`src/rtl/axi4_lite_slv_reg_file_pkg.sv`:
```
// Shared types, response codes and the byte-lane merge helper for the
// AXI4-Lite slave register file.
package axi4_lite_slv_reg_file_pkg;

    localparam logic [1:0] RESP_OKAY   = 2'b00;
    localparam logic [1:0] RESP_SLVERR = 2'b10;

    // Widest supported data bus; the merge helper is sized for it.
    localparam int MAX_DATA_W = 64;
    localparam int MAX_STRB_W = MAX_DATA_W / 8;

    typedef enum logic {
        WR_IDLE = 1'b0,
        WR_RESP = 1'b1
    } wr_state_e;

    typedef enum logic {
        RD_IDLE = 1'b0,
        RD_RESP = 1'b1
    } rd_state_e;

    // Replace each byte of old_v by the matching byte of new_v where strb_v is set.
    function automatic logic [MAX_DATA_W-1:0] merge_bytes(
        input logic [MAX_DATA_W-1:0] old_v,
        input logic [MAX_DATA_W-1:0] new_v,
        input logic [MAX_STRB_W-1:0] strb_v
    );
        logic [MAX_DATA_W-1:0] res_v;
        res_v = old_v;
        for (int i = 0; i < MAX_STRB_W; i++) begin
            if (strb_v[i]) begin
                res_v[i*8 +: 8] = new_v[i*8 +: 8];
            end else begin
                res_v[i*8 +: 8] = old_v[i*8 +: 8];
            end
        end
        return res_v;
    endfunction

endpackage

```
`src/rtl/axi4_lite_if.sv`:
```
// AXI4-Lite bundle with slave and master views.
interface axi4_lite_if #(
    parameter int AXI4_LITE_ADDR_BIT_WIDTH = 8,
    parameter int AXI4_LITE_DATA_BIT_WIDTH = 32
);
    logic [AXI4_LITE_ADDR_BIT_WIDTH-1:0]     awaddr;
    logic [2:0]                              awprot;
    logic                                    awvalid;
    logic                                    awready;
    logic [AXI4_LITE_DATA_BIT_WIDTH-1:0]     wdata;
    logic [AXI4_LITE_DATA_BIT_WIDTH/8-1:0]   wstrb;
    logic                                    wvalid;
    logic                                    wready;
    logic [1:0]                              bresp;
    logic                                    bvalid;
    logic                                    bready;
    logic [AXI4_LITE_ADDR_BIT_WIDTH-1:0]     araddr;
    logic [2:0]                              arprot;
    logic                                    arvalid;
    logic                                    arready;
    logic [AXI4_LITE_DATA_BIT_WIDTH-1:0]     rdata;
    logic [1:0]                              rresp;
    logic                                    rvalid;
    logic                                    rready;

    modport slv_port (
        input  awaddr, awprot, awvalid, output awready,
        input  wdata, wstrb, wvalid,    output wready,
        output bresp, bvalid,           input  bready,
        input  araddr, arprot, arvalid, output arready,
        output rdata, rresp, rvalid,    input  rready
    );

    modport mst_port (
        output awaddr, awprot, awvalid, input  awready,
        output wdata, wstrb, wvalid,    input  wready,
        input  bresp, bvalid,           output bready,
        output araddr, arprot, arvalid, input  arready,
        input  rdata, rresp, rvalid,    output rready
    );
endinterface

```
`src/rtl/axi4_lite_slv_reg_file_wr_ch.sv`:
```
// Write channel: independent one-entry AW and W holds, write FSM and B channel.
// Emits a single-cycle commit strobe with index/data/strobe to the register array.
// Optional macro AXI4_LITE_SLV_REG_FILE_DECERR_EN: out-of-range index answers
// SLVERR and suppresses the commit; otherwise the index wraps modulo NUM_REGS.
module axi4_lite_slv_reg_file_wr_ch
    import axi4_lite_slv_reg_file_pkg::*;
#(
    parameter  int ADDR_W    = 8,
    parameter  int DATA_W    = 32,
    parameter  int NUM_REGS  = 16,
    localparam int STRB_W    = DATA_W / 8,
    localparam int OFF_W     = $clog2(STRB_W),
    localparam int IDX_W     = ADDR_W - OFF_W,
    localparam int REG_IDX_W = (NUM_REGS > 1) ? $clog2(NUM_REGS) : 1
) (
    input  logic                 clk_i,
    input  logic                 sync_rst_i,
    input  logic [IDX_W-1:0]     aw_idx_i,
    input  logic                 awvalid_i,
    output logic                 awready_o,
    input  logic [DATA_W-1:0]    wdata_i,
    input  logic [STRB_W-1:0]    wstrb_i,
    input  logic                 wvalid_i,
    output logic                 wready_o,
    output logic [1:0]           bresp_o,
    output logic                 bvalid_o,
    input  logic                 bready_i,
    output logic                 commit_o,
    output logic [REG_IDX_W-1:0] commit_idx_o,
    output logic [DATA_W-1:0]    commit_data_o,
    output logic [STRB_W-1:0]    commit_strb_o
);

    localparam logic [31:0] NUM_REGS_U = NUM_REGS;

    wr_state_e             wr_state_q;
    logic                  aw_full_q;
    logic                  aw_full_d;
    logic                  w_full_q;
    logic                  w_full_d;
    logic [IDX_W-1:0]      aw_idx_q;
    logic [DATA_W-1:0]     wdata_q;
    logic [STRB_W-1:0]     wstrb_q;
    logic                  awready_q;
    logic                  wready_q;
    logic                  bvalid_q;
    logic [1:0]            bresp_q;

    logic                  aw_hs_s;
    logic                  w_hs_s;
    logic                  commit_s;
    logic                  oob_s;
    logic [31:0]           idx_ext_s;
    logic [REG_IDX_W-1:0]  idx_s;

    // Handshakes, commit condition and next-state of the two holds.
    always_comb begin
        aw_hs_s  = awvalid_i && awready_q;
        w_hs_s   = wvalid_i && wready_q;
        commit_s = (wr_state_q == WR_IDLE) && aw_full_q && w_full_q;
        if (commit_s) begin
            aw_full_d = 1'b0;
            w_full_d  = 1'b0;
        end else begin
            aw_full_d = aw_full_q || aw_hs_s;
            w_full_d  = w_full_q || w_hs_s;
        end
    end

    // Map the held address index onto a register, flagging out-of-range targets.
    always_comb begin
        idx_ext_s = 32'(aw_idx_q);
`ifdef AXI4_LITE_SLV_REG_FILE_DECERR_EN
        oob_s = (idx_ext_s >= NUM_REGS_U);
        idx_s = REG_IDX_W'(idx_ext_s);
`else
        oob_s = 1'b0;
        idx_s = REG_IDX_W'(idx_ext_s % NUM_REGS_U);
`endif
    end

    // Holds, ready flags, write FSM and B channel outputs.
    always_ff @(posedge clk_i) begin
        if (sync_rst_i) begin
            wr_state_q <= WR_IDLE;
            aw_full_q  <= 1'b0;
            w_full_q   <= 1'b0;
            aw_idx_q   <= '0;
            wdata_q    <= '0;
            wstrb_q    <= '0;
            awready_q  <= 1'b0;
            wready_q   <= 1'b0;
            bvalid_q   <= 1'b0;
            bresp_q    <= RESP_OKAY;
        end else begin
            aw_full_q <= aw_full_d;
            w_full_q  <= w_full_d;
            awready_q <= !aw_full_d;
            wready_q  <= !w_full_d;
            if (aw_hs_s) begin
                aw_idx_q <= aw_idx_i;
            end
            if (w_hs_s) begin
                wdata_q <= wdata_i;
                wstrb_q <= wstrb_i;
            end
            case (wr_state_q)
                WR_IDLE: begin
                    if (commit_s) begin
                        bvalid_q   <= 1'b1;
                        bresp_q    <= oob_s ? RESP_SLVERR : RESP_OKAY;
                        wr_state_q <= WR_RESP;
                    end
                end
                WR_RESP: begin
                    if (bready_i) begin
                        bvalid_q   <= 1'b0;
                        wr_state_q <= WR_IDLE;
                    end
                end
                default: begin
                    bvalid_q   <= 1'b0;
                    wr_state_q <= WR_IDLE;
                end
            endcase
        end
    end

    assign awready_o     = awready_q;
    assign wready_o      = wready_q;
    assign bvalid_o      = bvalid_q;
    assign bresp_o       = bresp_q;
    assign commit_o      = commit_s && !oob_s;
    assign commit_idx_o  = idx_s;
    assign commit_data_o = wdata_q;
    assign commit_strb_o = wstrb_q;

endmodule

```
`src/rtl/axi4_lite_slv_reg_file.sv`:
```
// AXI4-Lite slave register file: NUM_REGS registers with byte-strobe writes,
// read-only slots fed from fabric, independent read and write paths.
// Optional macro AXI4_LITE_SLV_REG_FILE_DECERR_EN: out-of-range accesses answer
// SLVERR with zero read data; without it the index wraps modulo NUM_REGS.
module axi4_lite_slv_reg_file
    import axi4_lite_slv_reg_file_pkg::*;
#(
    parameter int                  AXI4_LITE_ADDR_BIT_WIDTH = 8,
    parameter int                  AXI4_LITE_DATA_BIT_WIDTH = 32,
    parameter int                  NUM_REGS                 = 16,
    parameter logic [NUM_REGS-1:0] RO_MASK                  = '0
) (
    input  logic                                         i_clk,
    input  logic                                         i_sync_rst,
    axi4_lite_if.slv_port                                if_s_axi4_lite,
    output logic [NUM_REGS*AXI4_LITE_DATA_BIT_WIDTH-1:0] o_reg_vals,
    input  logic [NUM_REGS*AXI4_LITE_DATA_BIT_WIDTH-1:0] i_ro_vals,
    output logic [NUM_REGS-1:0]                          o_wr_pulse
);

    localparam int          ADDR_W     = AXI4_LITE_ADDR_BIT_WIDTH;
    localparam int          DATA_W     = AXI4_LITE_DATA_BIT_WIDTH;
    localparam int          STRB_W     = DATA_W / 8;
    localparam int          OFF_W      = $clog2(STRB_W);
    localparam int          IDX_W      = ADDR_W - OFF_W;
    localparam int          REG_IDX_W  = (NUM_REGS > 1) ? $clog2(NUM_REGS) : 1;
    localparam logic [31:0] NUM_REGS_U = NUM_REGS;

    logic [NUM_REGS*DATA_W-1:0] reg_vals_q;
    logic [NUM_REGS-1:0]        wr_pulse_q;

    logic [IDX_W-1:0]           aw_idx_s;
    logic                       awready_s;
    logic                       wready_s;
    logic                       bvalid_s;
    logic [1:0]                 bresp_s;
    logic                       wr_commit_s;
    logic [REG_IDX_W-1:0]       wr_idx_s;
    logic [DATA_W-1:0]          wr_data_s;
    logic [STRB_W-1:0]          wr_strb_s;
    logic [DATA_W-1:0]          wr_merged_s;

    rd_state_e                  rd_state_q;
    logic                       arready_q;
    logic                       rvalid_q;
    logic [DATA_W-1:0]          rdata_q;
    logic [1:0]                 rresp_q;
    logic [IDX_W-1:0]           ar_idx_s;
    logic [31:0]                rd_idx_ext_s;
    logic [REG_IDX_W-1:0]       rd_idx_s;
    logic                       rd_oob_s;
    logic [DATA_W-1:0]          rd_data_s;

    // Byte-offset bits and protection attributes carry no meaning here.
    logic unused_s;
    assign unused_s = ^{if_s_axi4_lite.awaddr[OFF_W-1:0], if_s_axi4_lite.araddr[OFF_W-1:0],
                        if_s_axi4_lite.awprot, if_s_axi4_lite.arprot};

    assign aw_idx_s = if_s_axi4_lite.awaddr[ADDR_W-1:OFF_W];
    assign ar_idx_s = if_s_axi4_lite.araddr[ADDR_W-1:OFF_W];

    axi4_lite_slv_reg_file_wr_ch #(
        .ADDR_W   (ADDR_W),
        .DATA_W   (DATA_W),
        .NUM_REGS (NUM_REGS)
    ) u_wr_ch (
        .clk_i         (i_clk),
        .sync_rst_i    (i_sync_rst),
        .aw_idx_i      (aw_idx_s),
        .awvalid_i     (if_s_axi4_lite.awvalid),
        .awready_o     (awready_s),
        .wdata_i       (if_s_axi4_lite.wdata),
        .wstrb_i       (if_s_axi4_lite.wstrb),
        .wvalid_i      (if_s_axi4_lite.wvalid),
        .wready_o      (wready_s),
        .bresp_o       (bresp_s),
        .bvalid_o      (bvalid_s),
        .bready_i      (if_s_axi4_lite.bready),
        .commit_o      (wr_commit_s),
        .commit_idx_o  (wr_idx_s),
        .commit_data_o (wr_data_s),
        .commit_strb_o (wr_strb_s)
    );

    // New value of the committed register after the byte-lane merge.
    always_comb begin
        wr_merged_s = DATA_W'(merge_bytes(MAX_DATA_W'(reg_vals_q[wr_idx_s*DATA_W +: DATA_W]),
                                          MAX_DATA_W'(wr_data_s),
                                          MAX_STRB_W'(wr_strb_s)));
    end

    // Register array update and one-cycle write pulse; read-only slots never change.
    always_ff @(posedge i_clk) begin
        if (i_sync_rst) begin
            reg_vals_q <= '0;
            wr_pulse_q <= '0;
        end else begin
            wr_pulse_q <= '0;
            if (wr_commit_s && !RO_MASK[wr_idx_s]) begin
                reg_vals_q[wr_idx_s*DATA_W +: DATA_W] <= wr_merged_s;
                wr_pulse_q[wr_idx_s]                  <= 1'b1;
            end
        end
    end

    // Read index decode and source selection (array, fabric input, or zero).
    always_comb begin
        rd_idx_ext_s = 32'(ar_idx_s);
`ifdef AXI4_LITE_SLV_REG_FILE_DECERR_EN
        rd_oob_s = (rd_idx_ext_s >= NUM_REGS_U);
        rd_idx_s = REG_IDX_W'(rd_idx_ext_s);
`else
        rd_oob_s = 1'b0;
        rd_idx_s = REG_IDX_W'(rd_idx_ext_s % NUM_REGS_U);
`endif
        if (rd_oob_s) begin
            rd_data_s = '0;
        end else if (RO_MASK[rd_idx_s]) begin
            rd_data_s = i_ro_vals[rd_idx_s*DATA_W +: DATA_W];
        end else begin
            rd_data_s = reg_vals_q[rd_idx_s*DATA_W +: DATA_W];
        end
    end

    // Read FSM: accept one AR, hold R until the master takes it.
    always_ff @(posedge i_clk) begin
        if (i_sync_rst) begin
            rd_state_q <= RD_IDLE;
            arready_q  <= 1'b0;
            rvalid_q   <= 1'b0;
            rdata_q    <= '0;
            rresp_q    <= RESP_OKAY;
        end else begin
            case (rd_state_q)
                RD_IDLE: begin
                    if (if_s_axi4_lite.arvalid && arready_q) begin
                        rdata_q    <= rd_data_s;
                        rresp_q    <= rd_oob_s ? RESP_SLVERR : RESP_OKAY;
                        rvalid_q   <= 1'b1;
                        arready_q  <= 1'b0;
                        rd_state_q <= RD_RESP;
                    end else begin
                        arready_q  <= 1'b1;
                    end
                end
                RD_RESP: begin
                    if (if_s_axi4_lite.rready) begin
                        rvalid_q   <= 1'b0;
                        arready_q  <= 1'b1;
                        rd_state_q <= RD_IDLE;
                    end
                end
                default: begin
                    rvalid_q   <= 1'b0;
                    arready_q  <= 1'b0;
                    rd_state_q <= RD_IDLE;
                end
            endcase
        end
    end

    assign if_s_axi4_lite.awready = awready_s;
    assign if_s_axi4_lite.wready  = wready_s;
    assign if_s_axi4_lite.bvalid  = bvalid_s;
    assign if_s_axi4_lite.bresp   = bresp_s;
    assign if_s_axi4_lite.arready = arready_q;
    assign if_s_axi4_lite.rvalid  = rvalid_q;
    assign if_s_axi4_lite.rdata   = rdata_q;
    assign if_s_axi4_lite.rresp   = rresp_q;
    assign o_reg_vals             = reg_vals_q;
    assign o_wr_pulse             = wr_pulse_q;

endmodule
```
`src/flat_wrapper.sv`:
```
// flat-port wrapper written by rule: the top's interface ports become plain ports
module axi4_lite_slv_reg_file_flat import axi4_lite_slv_reg_file_pkg::*;
#(
    parameter int                  AXI4_LITE_ADDR_BIT_WIDTH = 8,
    parameter int                  AXI4_LITE_DATA_BIT_WIDTH = 32,
    parameter int                  NUM_REGS                 = 16,
    parameter logic [NUM_REGS-1:0] RO_MASK                  = '0
)
  (i_clk, i_sync_rst, o_reg_vals, i_ro_vals, o_wr_pulse, if_s_axi4_lite_awaddr, if_s_axi4_lite_awprot, if_s_axi4_lite_awvalid, if_s_axi4_lite_awready, if_s_axi4_lite_wdata, if_s_axi4_lite_wstrb, if_s_axi4_lite_wvalid, if_s_axi4_lite_wready, if_s_axi4_lite_bresp, if_s_axi4_lite_bvalid, if_s_axi4_lite_bready, if_s_axi4_lite_araddr, if_s_axi4_lite_arprot, if_s_axi4_lite_arvalid, if_s_axi4_lite_arready, if_s_axi4_lite_rdata, if_s_axi4_lite_rresp, if_s_axi4_lite_rvalid, if_s_axi4_lite_rready);
  axi4_lite_if #(.AXI4_LITE_ADDR_BIT_WIDTH(AXI4_LITE_ADDR_BIT_WIDTH), .AXI4_LITE_DATA_BIT_WIDTH(AXI4_LITE_DATA_BIT_WIDTH)) if_s_axi4_lite_i ();
  input  logic i_clk;
  input  logic i_sync_rst;
  output logic [NUM_REGS*AXI4_LITE_DATA_BIT_WIDTH-1:0] o_reg_vals;
  input  logic [NUM_REGS*AXI4_LITE_DATA_BIT_WIDTH-1:0] i_ro_vals;
  output logic [NUM_REGS-1:0] o_wr_pulse;
  input wire logic [$bits(if_s_axi4_lite_i.awaddr)-1:0] if_s_axi4_lite_awaddr;
  input wire logic [$bits(if_s_axi4_lite_i.awprot)-1:0] if_s_axi4_lite_awprot;
  input wire logic [$bits(if_s_axi4_lite_i.awvalid)-1:0] if_s_axi4_lite_awvalid;
  output wire logic [$bits(if_s_axi4_lite_i.awready)-1:0] if_s_axi4_lite_awready;
  input wire logic [$bits(if_s_axi4_lite_i.wdata)-1:0] if_s_axi4_lite_wdata;
  input wire logic [$bits(if_s_axi4_lite_i.wstrb)-1:0] if_s_axi4_lite_wstrb;
  input wire logic [$bits(if_s_axi4_lite_i.wvalid)-1:0] if_s_axi4_lite_wvalid;
  output wire logic [$bits(if_s_axi4_lite_i.wready)-1:0] if_s_axi4_lite_wready;
  output wire logic [$bits(if_s_axi4_lite_i.bresp)-1:0] if_s_axi4_lite_bresp;
  output wire logic [$bits(if_s_axi4_lite_i.bvalid)-1:0] if_s_axi4_lite_bvalid;
  input wire logic [$bits(if_s_axi4_lite_i.bready)-1:0] if_s_axi4_lite_bready;
  input wire logic [$bits(if_s_axi4_lite_i.araddr)-1:0] if_s_axi4_lite_araddr;
  input wire logic [$bits(if_s_axi4_lite_i.arprot)-1:0] if_s_axi4_lite_arprot;
  input wire logic [$bits(if_s_axi4_lite_i.arvalid)-1:0] if_s_axi4_lite_arvalid;
  output wire logic [$bits(if_s_axi4_lite_i.arready)-1:0] if_s_axi4_lite_arready;
  output wire logic [$bits(if_s_axi4_lite_i.rdata)-1:0] if_s_axi4_lite_rdata;
  output wire logic [$bits(if_s_axi4_lite_i.rresp)-1:0] if_s_axi4_lite_rresp;
  output wire logic [$bits(if_s_axi4_lite_i.rvalid)-1:0] if_s_axi4_lite_rvalid;
  input wire logic [$bits(if_s_axi4_lite_i.rready)-1:0] if_s_axi4_lite_rready;
  assign if_s_axi4_lite_i.awaddr = if_s_axi4_lite_awaddr;
  assign if_s_axi4_lite_i.awprot = if_s_axi4_lite_awprot;
  assign if_s_axi4_lite_i.awvalid = if_s_axi4_lite_awvalid;
  assign if_s_axi4_lite_awready = if_s_axi4_lite_i.awready;
  assign if_s_axi4_lite_i.wdata = if_s_axi4_lite_wdata;
  assign if_s_axi4_lite_i.wstrb = if_s_axi4_lite_wstrb;
  assign if_s_axi4_lite_i.wvalid = if_s_axi4_lite_wvalid;
  assign if_s_axi4_lite_wready = if_s_axi4_lite_i.wready;
  assign if_s_axi4_lite_bresp = if_s_axi4_lite_i.bresp;
  assign if_s_axi4_lite_bvalid = if_s_axi4_lite_i.bvalid;
  assign if_s_axi4_lite_i.bready = if_s_axi4_lite_bready;
  assign if_s_axi4_lite_i.araddr = if_s_axi4_lite_araddr;
  assign if_s_axi4_lite_i.arprot = if_s_axi4_lite_arprot;
  assign if_s_axi4_lite_i.arvalid = if_s_axi4_lite_arvalid;
  assign if_s_axi4_lite_arready = if_s_axi4_lite_i.arready;
  assign if_s_axi4_lite_rdata = if_s_axi4_lite_i.rdata;
  assign if_s_axi4_lite_rresp = if_s_axi4_lite_i.rresp;
  assign if_s_axi4_lite_rvalid = if_s_axi4_lite_i.rvalid;
  assign if_s_axi4_lite_i.rready = if_s_axi4_lite_rready;
  axi4_lite_slv_reg_file #(.AXI4_LITE_ADDR_BIT_WIDTH(AXI4_LITE_ADDR_BIT_WIDTH), .AXI4_LITE_DATA_BIT_WIDTH(AXI4_LITE_DATA_BIT_WIDTH), .NUM_REGS(NUM_REGS), .RO_MASK(RO_MASK)) u_core (.i_clk(i_clk), .i_sync_rst(i_sync_rst), .if_s_axi4_lite(if_s_axi4_lite_i), .o_reg_vals(o_reg_vals), .i_ro_vals(i_ro_vals), .o_wr_pulse(o_wr_pulse));
endmodule
```
`config.mk`:
```
export PLATFORM = sky130hd
export DESIGN_NAME = axi4_lite_slv_reg_file_flat
export DESIGN_NICKNAME = d
export VERILOG_FILES = /design/src/rtl/axi4_lite_slv_reg_file_pkg.sv /design/src/rtl/axi4_lite_if.sv /design/src/rtl/axi4_lite_slv_reg_file_wr_ch.sv /design/src/rtl/axi4_lite_slv_reg_file.sv /design/src/flat_wrapper.sv
export SDC_FILE = /design/constraint.sdc
export NUM_CORES = 1
export LEC_CHECK = 0
export ABC_AREA = 1
export BUFFER_PORTS_ARGS = -buffer_cell sky130_fd_sc_hd__clkbuf_2
export CAP_MARGIN = 20
export CORE_AREA = 2 2 445 447
export DETAILED_ROUTE_END_ITERATION = 6
export DIE_AREA = 0 0 447 449
export GPL_TIMING_DRIVEN = 0
export PLACE_DENSITY = 0.37
export REMOVE_ABC_BUFFERS = 1
export SLEW_MARGIN = 25
export SYNTH_ARGS = -nofsm -noshare
export SYNTH_HDL_FRONTEND = slang
export SYNTH_SLANG_ARGS = --single-unit
export TNS_END_PERCENT = 5
```
`constraint.sdc`:
```
create_clock -name i_clk -period 4.3 [get_ports i_clk]
set_clock_uncertainty 0.05 [all_clocks]
set_input_delay 1.29 -clock i_clk [delete_from_list [all_inputs] [get_ports i_clk]]
set_output_delay 1.29 -clock i_clk [all_outputs]
set_load 0.005 [all_outputs]
```
==> Word level (Yosys, flattened, before mapping) <==
Memory sizes are Yosys's and may differ from the RTL's. A register that Yosys moved wholly into a read port is not among the register bits.
Index checks and enable logic that the tools add are counted.
{ "totals": {"memories": 2, "register_bits": 609, "in_bits": 577, "out_inout_bits": 569, "romBits": 32} }
{ "memory_table": {"columns": ["name", "depth", "word_bits", "rd", "rd_clocked_by_memory_dff", "wr", "line_no", "rtl"], "rows": [
  ["(no name shown)", 16, 1, 1, 1, 0, "axi4_lite_slv_reg_file.sv:99", "if (wr_commit_s && !RO_MASK[wr_idx_s]) begin"],
  ["(no name shown)", 16, 1, 1, 0, 0, "axi4_lite_slv_reg_file.sv:118", "end else if (RO_MASK[rd_idx_s]) begin"]
]} }
{ "classes": {"order_cmp": 3, "bitwise": 3, "shifts": 5, "n_reduce_logical": 16, "n_eq_ne": 4, "mux": 29, "addsub": 1} }
{ "ops": {"columns": ["operator", "count"], "rows": [
  ["512-bit by 10-bit indexed part select with 32-bit output", 3],
  ["512-bit bitwise mux", 1],
  ["32-bit by 34-bit variable shift with 512-bit output (first input constant)", 1],
  ["32-bit by 34-bit indexed part select with 512-bit output", 1],
  ["9-bit negator with 34-bit output", 1],
  ["32-bit 2-to-1 mux", 1],
  ["8-bit 2-to-1 mux", 4],
  ["1-bit 2-to-1 mux", 15],
  ["4-bit by 5-bit < comparator with 1-bit output (second input constant)", 2],
  ["1-bit one-hot mux with 2 select lines", 5],
  ["4-bit 2-to-1 mux", 2],
  ["1-bit logical AND", 7],
  ["2-bit AND reduction", 3],
  ["1-bit demux with 4-bit select", 1],
  ["4-bit by 1-bit greater-or-equal comparator with 1-bit output (second input constant)", 1],
  ["2-bit by 1-bit inequality test with 1-bit output (second input constant)", 2],
  ["2-bit inequality test (second input constant)", 2],
  ["1-bit zero test", 3],
  ["1-bit NOT", 3],
  ["1-bit logical OR", 2],
  ["2-bit OR reduction", 1]
]} }

==> Logic depth before layout (Yosys ltp) <==
{ "logic_depth": {"word_depth": 6, "depth_mapped": 13, "mapped_depth_nobuf": 10} }

==> Modules after synthesis <==
From an unflattened synthesis, not the netlist that was laid out.
{ "unflattened": {"cells_unflattened": 4794, "area_unflattened_um2": 31920.6} }
{ "by_module_without_submodules": {"columns": ["mod", "cells_per_inst", "seq_area_each_um2", "area_per_inst_um2", "instances"], "rows": [
  ["axi4_lite_slv_reg_file", 4587, 11270.8, 30087.6, 1],
  ["axi4_lite_slv_reg_file_wr_ch", 207, 920.9, 1833.0, 1]
]} }

==> Least setup slack after synthesis <==
OpenSTA, ideal clock, no wires.
{ "synth_path": {"path_kind": "register to register", "startpoint": "reg u_core.u_wr_ch.aw_idx_q[0]", "endpoint": "reg u_core.reg_vals_q[140], in the netlist u_core.o_reg_vals[140]", "setup_ns": 0.128, "arrival_time_ns": 2.581, "setup_slack_ns": 1.541, "synth_period_minus_slack_ns": 2.759, "path_stages_with_launch": 13, "required_ns": 4.122, "n_path_buf": 5, "path_cell_list": "dfxtp_1 inv_1 buf_2 buf_4 buf_2 ha_1 clkbuf_1 clkinv_1 nand4_1 or2_1 nor2_4 clkbuf_1 a21oi_1"} }
{ "synth_between": {"elab_chain_cells": 4, "elab_cells_between_ends": 9, "classes_between": "1 x add/sub; 3 x shift; 5 x mux"} }
{ "synth_rtl": {"columns": ["item", "line_no", "rtl"], "rows": [
  ["start, declared", "axi4_lite_slv_reg_file_wr_ch.sv:41", "logic [IDX_W-1:0] aw_idx_q;"],
  ["start signal, assigned", "axi4_lite_slv_reg_file_wr_ch.sv:101", "aw_idx_q <= aw_idx_i;"],
  ["512-bit by 10-bit indexed part select with 32-bit output", "axi4_lite_slv_reg_file.sv:87", "wr_merged_s = DATA_W'(merge_bytes(MAX_DATA_W'(reg_vals_q[wr_idx_s*DATA_W +: DATA_W]),"],
  ["8-bit 2-to-1 mux", "axi4_lite_slv_reg_file_pkg.sv:31", "if (strb_v[i]) begin"],
  ["32-bit by 34-bit indexed part select with 512-bit output", "axi4_lite_slv_reg_file.sv:100", "reg_vals_q[wr_idx_s*DATA_W +: DATA_W] <= wr_merged_s;"],
  ["512-bit bitwise mux (*)", "axi4_lite_slv_reg_file.sv:100", null],
  ["end signal, assigned by index", "axi4_lite_slv_reg_file.sv:100", null],
  ["end, declared", "axi4_lite_slv_reg_file.sv:29", "logic [NUM_REGS*DATA_W-1:0] reg_vals_q;"]
]} }
Every way passes the cells marked *; elsewhere a longest branch is shown, timed or not.
A chain may end at the register's enable or synchronous reset.

==> Final worst setup path <==
{ "layout_path": {"startpoint": "reg u_core.u_wr_ch.aw_idx_q[0]", "endpoint": "reg u_core.reg_vals_q[261], in the netlist u_core.o_reg_vals[261]"} }
Same word-level chain as after synthesis.

==> results.md <==
- The run finished with clean final reports.
- The critical path ends at u_core.o_reg_vals[261].
- CTS built an H-tree with a depth of 3.
- The kind of path behind the tightest hold check is flop to flop.
- The synthesized netlist contains 31 unique library cells.
- The final count of hold timing violations is 0.
- The detailed router finished its first iteration with 3231 violations.
- Synthesis produced 4780 cells.
- Across the run, the number of max-cap violations was 0.
- Across every metal layer, demand over resource in global routing totals 0.201.
- The most critical setup path has its startpoint at u_core.u_wr_ch.aw_idx_q[0].
- The transition at the pin with the smallest max-transition slack is 1090 ps.
- The number of top-level design ports is 1146.
- The average vias per placed instance is 4.55.
- For flop-to-flop paths, the worst setup slack is 30 ps.
- The detail route stage leaves a number of antenna-violating nets equal to 0.
- The number of failing setup endpoints in the final timing report is 0.
- With fillers left out, the area of the finished cells amounts to 42100 um^2.
- The die covers 201000 um^2.
- During synthesis, Yosys emitted a total of 0 warnings.
- STA classifies the critical path endpoint as a flop.
- The minimum period implied by the final worst setup slack is 4270 ps.
- The buffer type at the clock tree root is sky130_fd_sc_hd__clkbuf_16.
- TritonCTS built the clock tree.
- After detailed placement, the design holds a cell count of 7744.
- The clock buffer count from CTS is 84.
- Across all hold checks on the routed design, the worst slack comes to 431 ps.
- The number of register bits inferred by synthesis is 609.
- Measured along the y axis, the die boundary spans 449 um.
- The startpoint of the worst-slack reg-to-reg timing path is u_core.u_wr_ch.aw_idx_q[0].
- The core region area is 196000 um^2.
- The remaining global-route overflow is 0.
- Summed over all layers, the routed wires come to 208000 um.
- Clock-pin slew was measured on the worst setup and hold paths at 60 ps.
- After detailed routing, the average wire length per cell comes to 26.3 um.
- The routed layout has 35973 vias.
- The analysis attributes to cell leakage a power of 17.3 nW.
- In this run the worst path has a maximum fanout of 93.
- In this run the horizontal extent of the chip is 447 um.
- The initial utilization of the core area, before any placement, comes to 0.160.
- In this run the most critical hold path is launched from u_core.u_wr_ch.commit_data_o[29].
- The endpoint identified for the worst register-to-register timing path is u_core.o_reg_vals[261].
- The quantity of hold-fixing buffers added after cts is 0.
- The final cycle utilization of the critical path is 0.993.
- Headroom to the max-slew limit came out at 0.270.
- The mean area per synthesized cell is 6.55 um^2.
- The cell area power density is 363 nW/um^2.
- The number of max-slew violations in the final report was 0.
- Derived from the worst setup path, the maximum achievable clock frequency is 234 MHz.
- The initialized floorplan defines 163 standard-cell rows.
- The number of sinks on the clock net is 609.
- The via count of the first global-routing pass is 32950.
- The first-pass detailed-route iteration total is 6.
- The fraction of final layout cells with drive strength greater than 1 is 0.182.
- Setup repair after global routing could not meet its margin everywhere.
- On the worst path, the slowest cell contributes a delay of 660 ps.
- Fill cells in the final layout number 22173.
- The number of port buffers is 615.
- The total standard cell area after synthesis is 31300 um^2.
- The net count of the finished layout is 5782.
- The filler-free cell count of the finished design is 7911.
- The part of the Yosys area used for sequential elements is 0.389.
- Once detailed placement completed, the half-perimeter wirelength came to 154000 um.
- The placed instances occupy a cell area of 39200 um^2.
- The number of antenna violations at the first check in global routing is 13.
- The later pin in the worst-skew pair is clocked with a latency of 750 ps.
- The number of buffers on the longest clock path is 3.
- The kind of critical path is flop to flop.
- The final estimated routing congestion in global placement is 0.793.
- The signal on the critical path passes through inv_12 > buf_16 > ha_4 > buf_16 > clkinv_16 > nand4_1 > nor3_4 > buf_6 > buf_8 > buf_8 > o21ai_0 > a21oi_1.
- The total DRC errors in the routed layout is 0.
- The largest net degree at the start of global routing is 130.
- STA classifies the critical path startpoint as a flop.
- The worst reg2reg path depth is 12.
- The data arrival time of the critical path is 4860 ps.
- STA puts the critical path data required time at 4890 ps.
- The largest individual stage delay along the critical path comes from the cell sky130_fd_sc_hd__dfxtp_4.
- The first global-routing pass estimated 283000 um of wire.
- The worst supply voltage drop on vdd is 260 uV.
- The growth of design area from synthesis to finish is 34.6%.
[timing repair]
item / CTS / global route
gates cloned: 0 / 0
pin swaps: 3 / 1
gates resized for setup: 3 / 0
endpoints found under the setup margin: 137 / 41
setup buffers: 3 / 4
[cell usage in the layout (no fill, tap or decap), types with 7 or more instances in the layout]
master / n
sky130_fd_sc_hd__buf_12: 38
sky130_fd_sc_hd__clkbuf_8: 21
sky130_fd_sc_hd__nor2_1: 249
sky130_fd_sc_hd__clkbuf_2: 610
sky130_fd_sc_hd__dfxtp_1: 607
sky130_fd_sc_hd__nand2_1: 885
sky130_fd_sc_hd__clkbuf_16: 84
sky130_fd_sc_hd__nand4_1: 65
sky130_fd_sc_hd__buf_4: 10
sky130_fd_sc_hd__nor2_2: 33
sky130_fd_sc_hd__o21ai_0: 679
sky130_fd_sc_hd__ha_1: 7
sky130_fd_sc_hd__a21oi_1: 652
sky130_fd_sc_hd__clkbuf_1: 11
sky130_fd_sc_hd__nand3_1: 515
sky130_fd_sc_hd__o211ai_1: 160
sky130_fd_sc_hd__o21ai_1: 35
sky130_fd_sc_hd__buf_16: 71
sky130_fd_sc_hd__nor2_4: 19
sky130_fd_sc_hd__inv_1: 427
sky130_fd_sc_hd__clkinv_2: 21
sky130_fd_sc_hd__diode_2: 10
[how the worst min path moves through the flow]
| stage | end | cells after the start | slack [ps] |
|---|---|---|---|
| floorplan | u_core.u_wr_ch.commit_data_o[0] | 2 | 410 |
| global placement | u_core.u_wr_ch.commit_data_o[0] | 2 | 410 |
| detailed placement | u_core.u_wr_ch.commit_strb_o[1] | 2 | 410 |
| finish | u_core.u_wr_ch.commit_data_o[29] | 2 | 430 |
| CTS | u_core.u_wr_ch.commit_strb_o[1] | 2 | 420 |
| global route | u_core.u_wr_ch.commit_data_o[29] | 2 | 440 |
[sequential cells by signal, indices dropped and copies added (netlist names), 4 cells and up]
name and count:
u_core.o_reg_vals 512, u_core.if_s_axi4_lite.rdata 32, u_core.u_wr_ch.commit_data_o 32, u_core.o_wr_pulse 16
u_core.u_wr_ch.aw_idx_q 4, u_core.u_wr_ch.commit_strb_o 4
[power by group]
part           leakage [nW]  switching [mW]  internal (mW)
Combinational          10.9            1.56          0.622
Sequential             4.92          0.0659           5.70
Clock                  1.40            3.09           4.26
Total                  17.3            4.71           10.6
[area by class of cell]
cell class	instances	area (um^2)	area share
clock inverter	39	497	0.0118
clock buffer	111	2360	0.0561
tap	2640	3300	0.0784
sequential	609	12200	0.289
timing repair buffer	743	6030	0.143
multi-input combinational	3317	16000	0.379
inverter	442	1740	0.0413
antenna	10	25.0	0.000594
[worst max-delay path, delay by kind of cell (launching register included)]
kind	cells	cell delay, ps
AOI/OAI and AO/OA	2	220
adders and majority gates	1	540
buffers and inverters	7	1450
and+or+nand+nor	2	790
DFF	1	660
[synth_stat cells]
master	number	share of area
sky130_fd_sc_hd__ha_1	8	0.0032
sky130_fd_sc_hd__nand3_2	1	0.00032
sky130_fd_sc_hd__clkbuf_2	2	0.00032
sky130_fd_sc_hd__a21oi_1	652	0.10
sky130_fd_sc_hd__nor2_4	2	0.00072
sky130_fd_sc_hd__buf_1	38	0.0046
sky130_fd_sc_hd__o21ai_0	679	0.11
sky130_fd_sc_hd__nor3_4	1	0.00052
sky130_fd_sc_hd__a211oi_1	1	0.00024
sky130_fd_sc_hd__nor3_1	1	0.00016
sky130_fd_sc_hd__inv_2	4	0.00048
sky130_fd_sc_hd__or2_0	1	0.00020
sky130_fd_sc_hd__o211ai_1	160	0.038
sky130_fd_sc_hd__buf_2	56	0.0089
sky130_fd_sc_hd__buf_4	7	0.0017
sky130_fd_sc_hd__dfxtp_1	609	0.39
sky130_fd_sc_hd__clkbuf_1	312	0.037
sky130_fd_sc_hd__nor2_1	257	0.031
sky130_fd_sc_hd__nand2_1	886	0.11
sky130_fd_sc_hd__or2_1	1	0.00020
sky130_fd_sc_hd__o21ai_1	35	0.0056
sky130_fd_sc_hd__nand3_4	1	0.00056
sky130_fd_sc_hd__inv_1	433	0.052
sky130_fd_sc_hd__nand4_1	65	0.013
sky130_fd_sc_hd__nor2_2	42	0.0084
sky130_fd_sc_hd__nand2_2	2	0.00040
sky130_fd_sc_hd__nor3_2	1	0.00032
sky130_fd_sc_hd__clkinv_1	5	0.00060
sky130_fd_sc_hd__nand3_1	516	0.082
sky130_fd_sc_hd__conb_1	1	0.00012
sky130_fd_sc_hd__nor4_2	1	0.00040
[layer usage]
metal  up-vias  part of all wire  global-route usage
met2      1515              0.44               0.315
met1     17263              0.43               0.259
met4         8             0.032              0.0598
li1      16939                 -                   -
met3       248             0.094              0.0648
met5         -           0.00025                   0
[logic make-up (layout without fill, tap and decap cells)]
family / after synthesis / in the layout / synth area share
AOI/OAI and AO/OA: 1527 / 1527 / 0.257
adders and majority gates: 8 / 8 / 0.00320
buffers and inverters: 857 / 1335 / 0.106
DFF: 609 / 609 / 0.389
other: 1 / 14 / 0.000120
and+or+nand+nor: 1778 / 1778 / 0.245
[stage by stage]
step                      utilization  power (mW)  setup slack (ps)  setup TNS (ps)
after floorplan                     -        6.90            -12810        -6659340
after global placement          0.184        8.06            -45910               -
after detailed placement        0.200        8.05              -183          -12480
after CTS                       0.214        15.4              5.58               0
after global routing            0.215        15.8             -34.8           -34.8
final                           0.215        15.3              29.9               0
(Power assumes the default switching activity.)
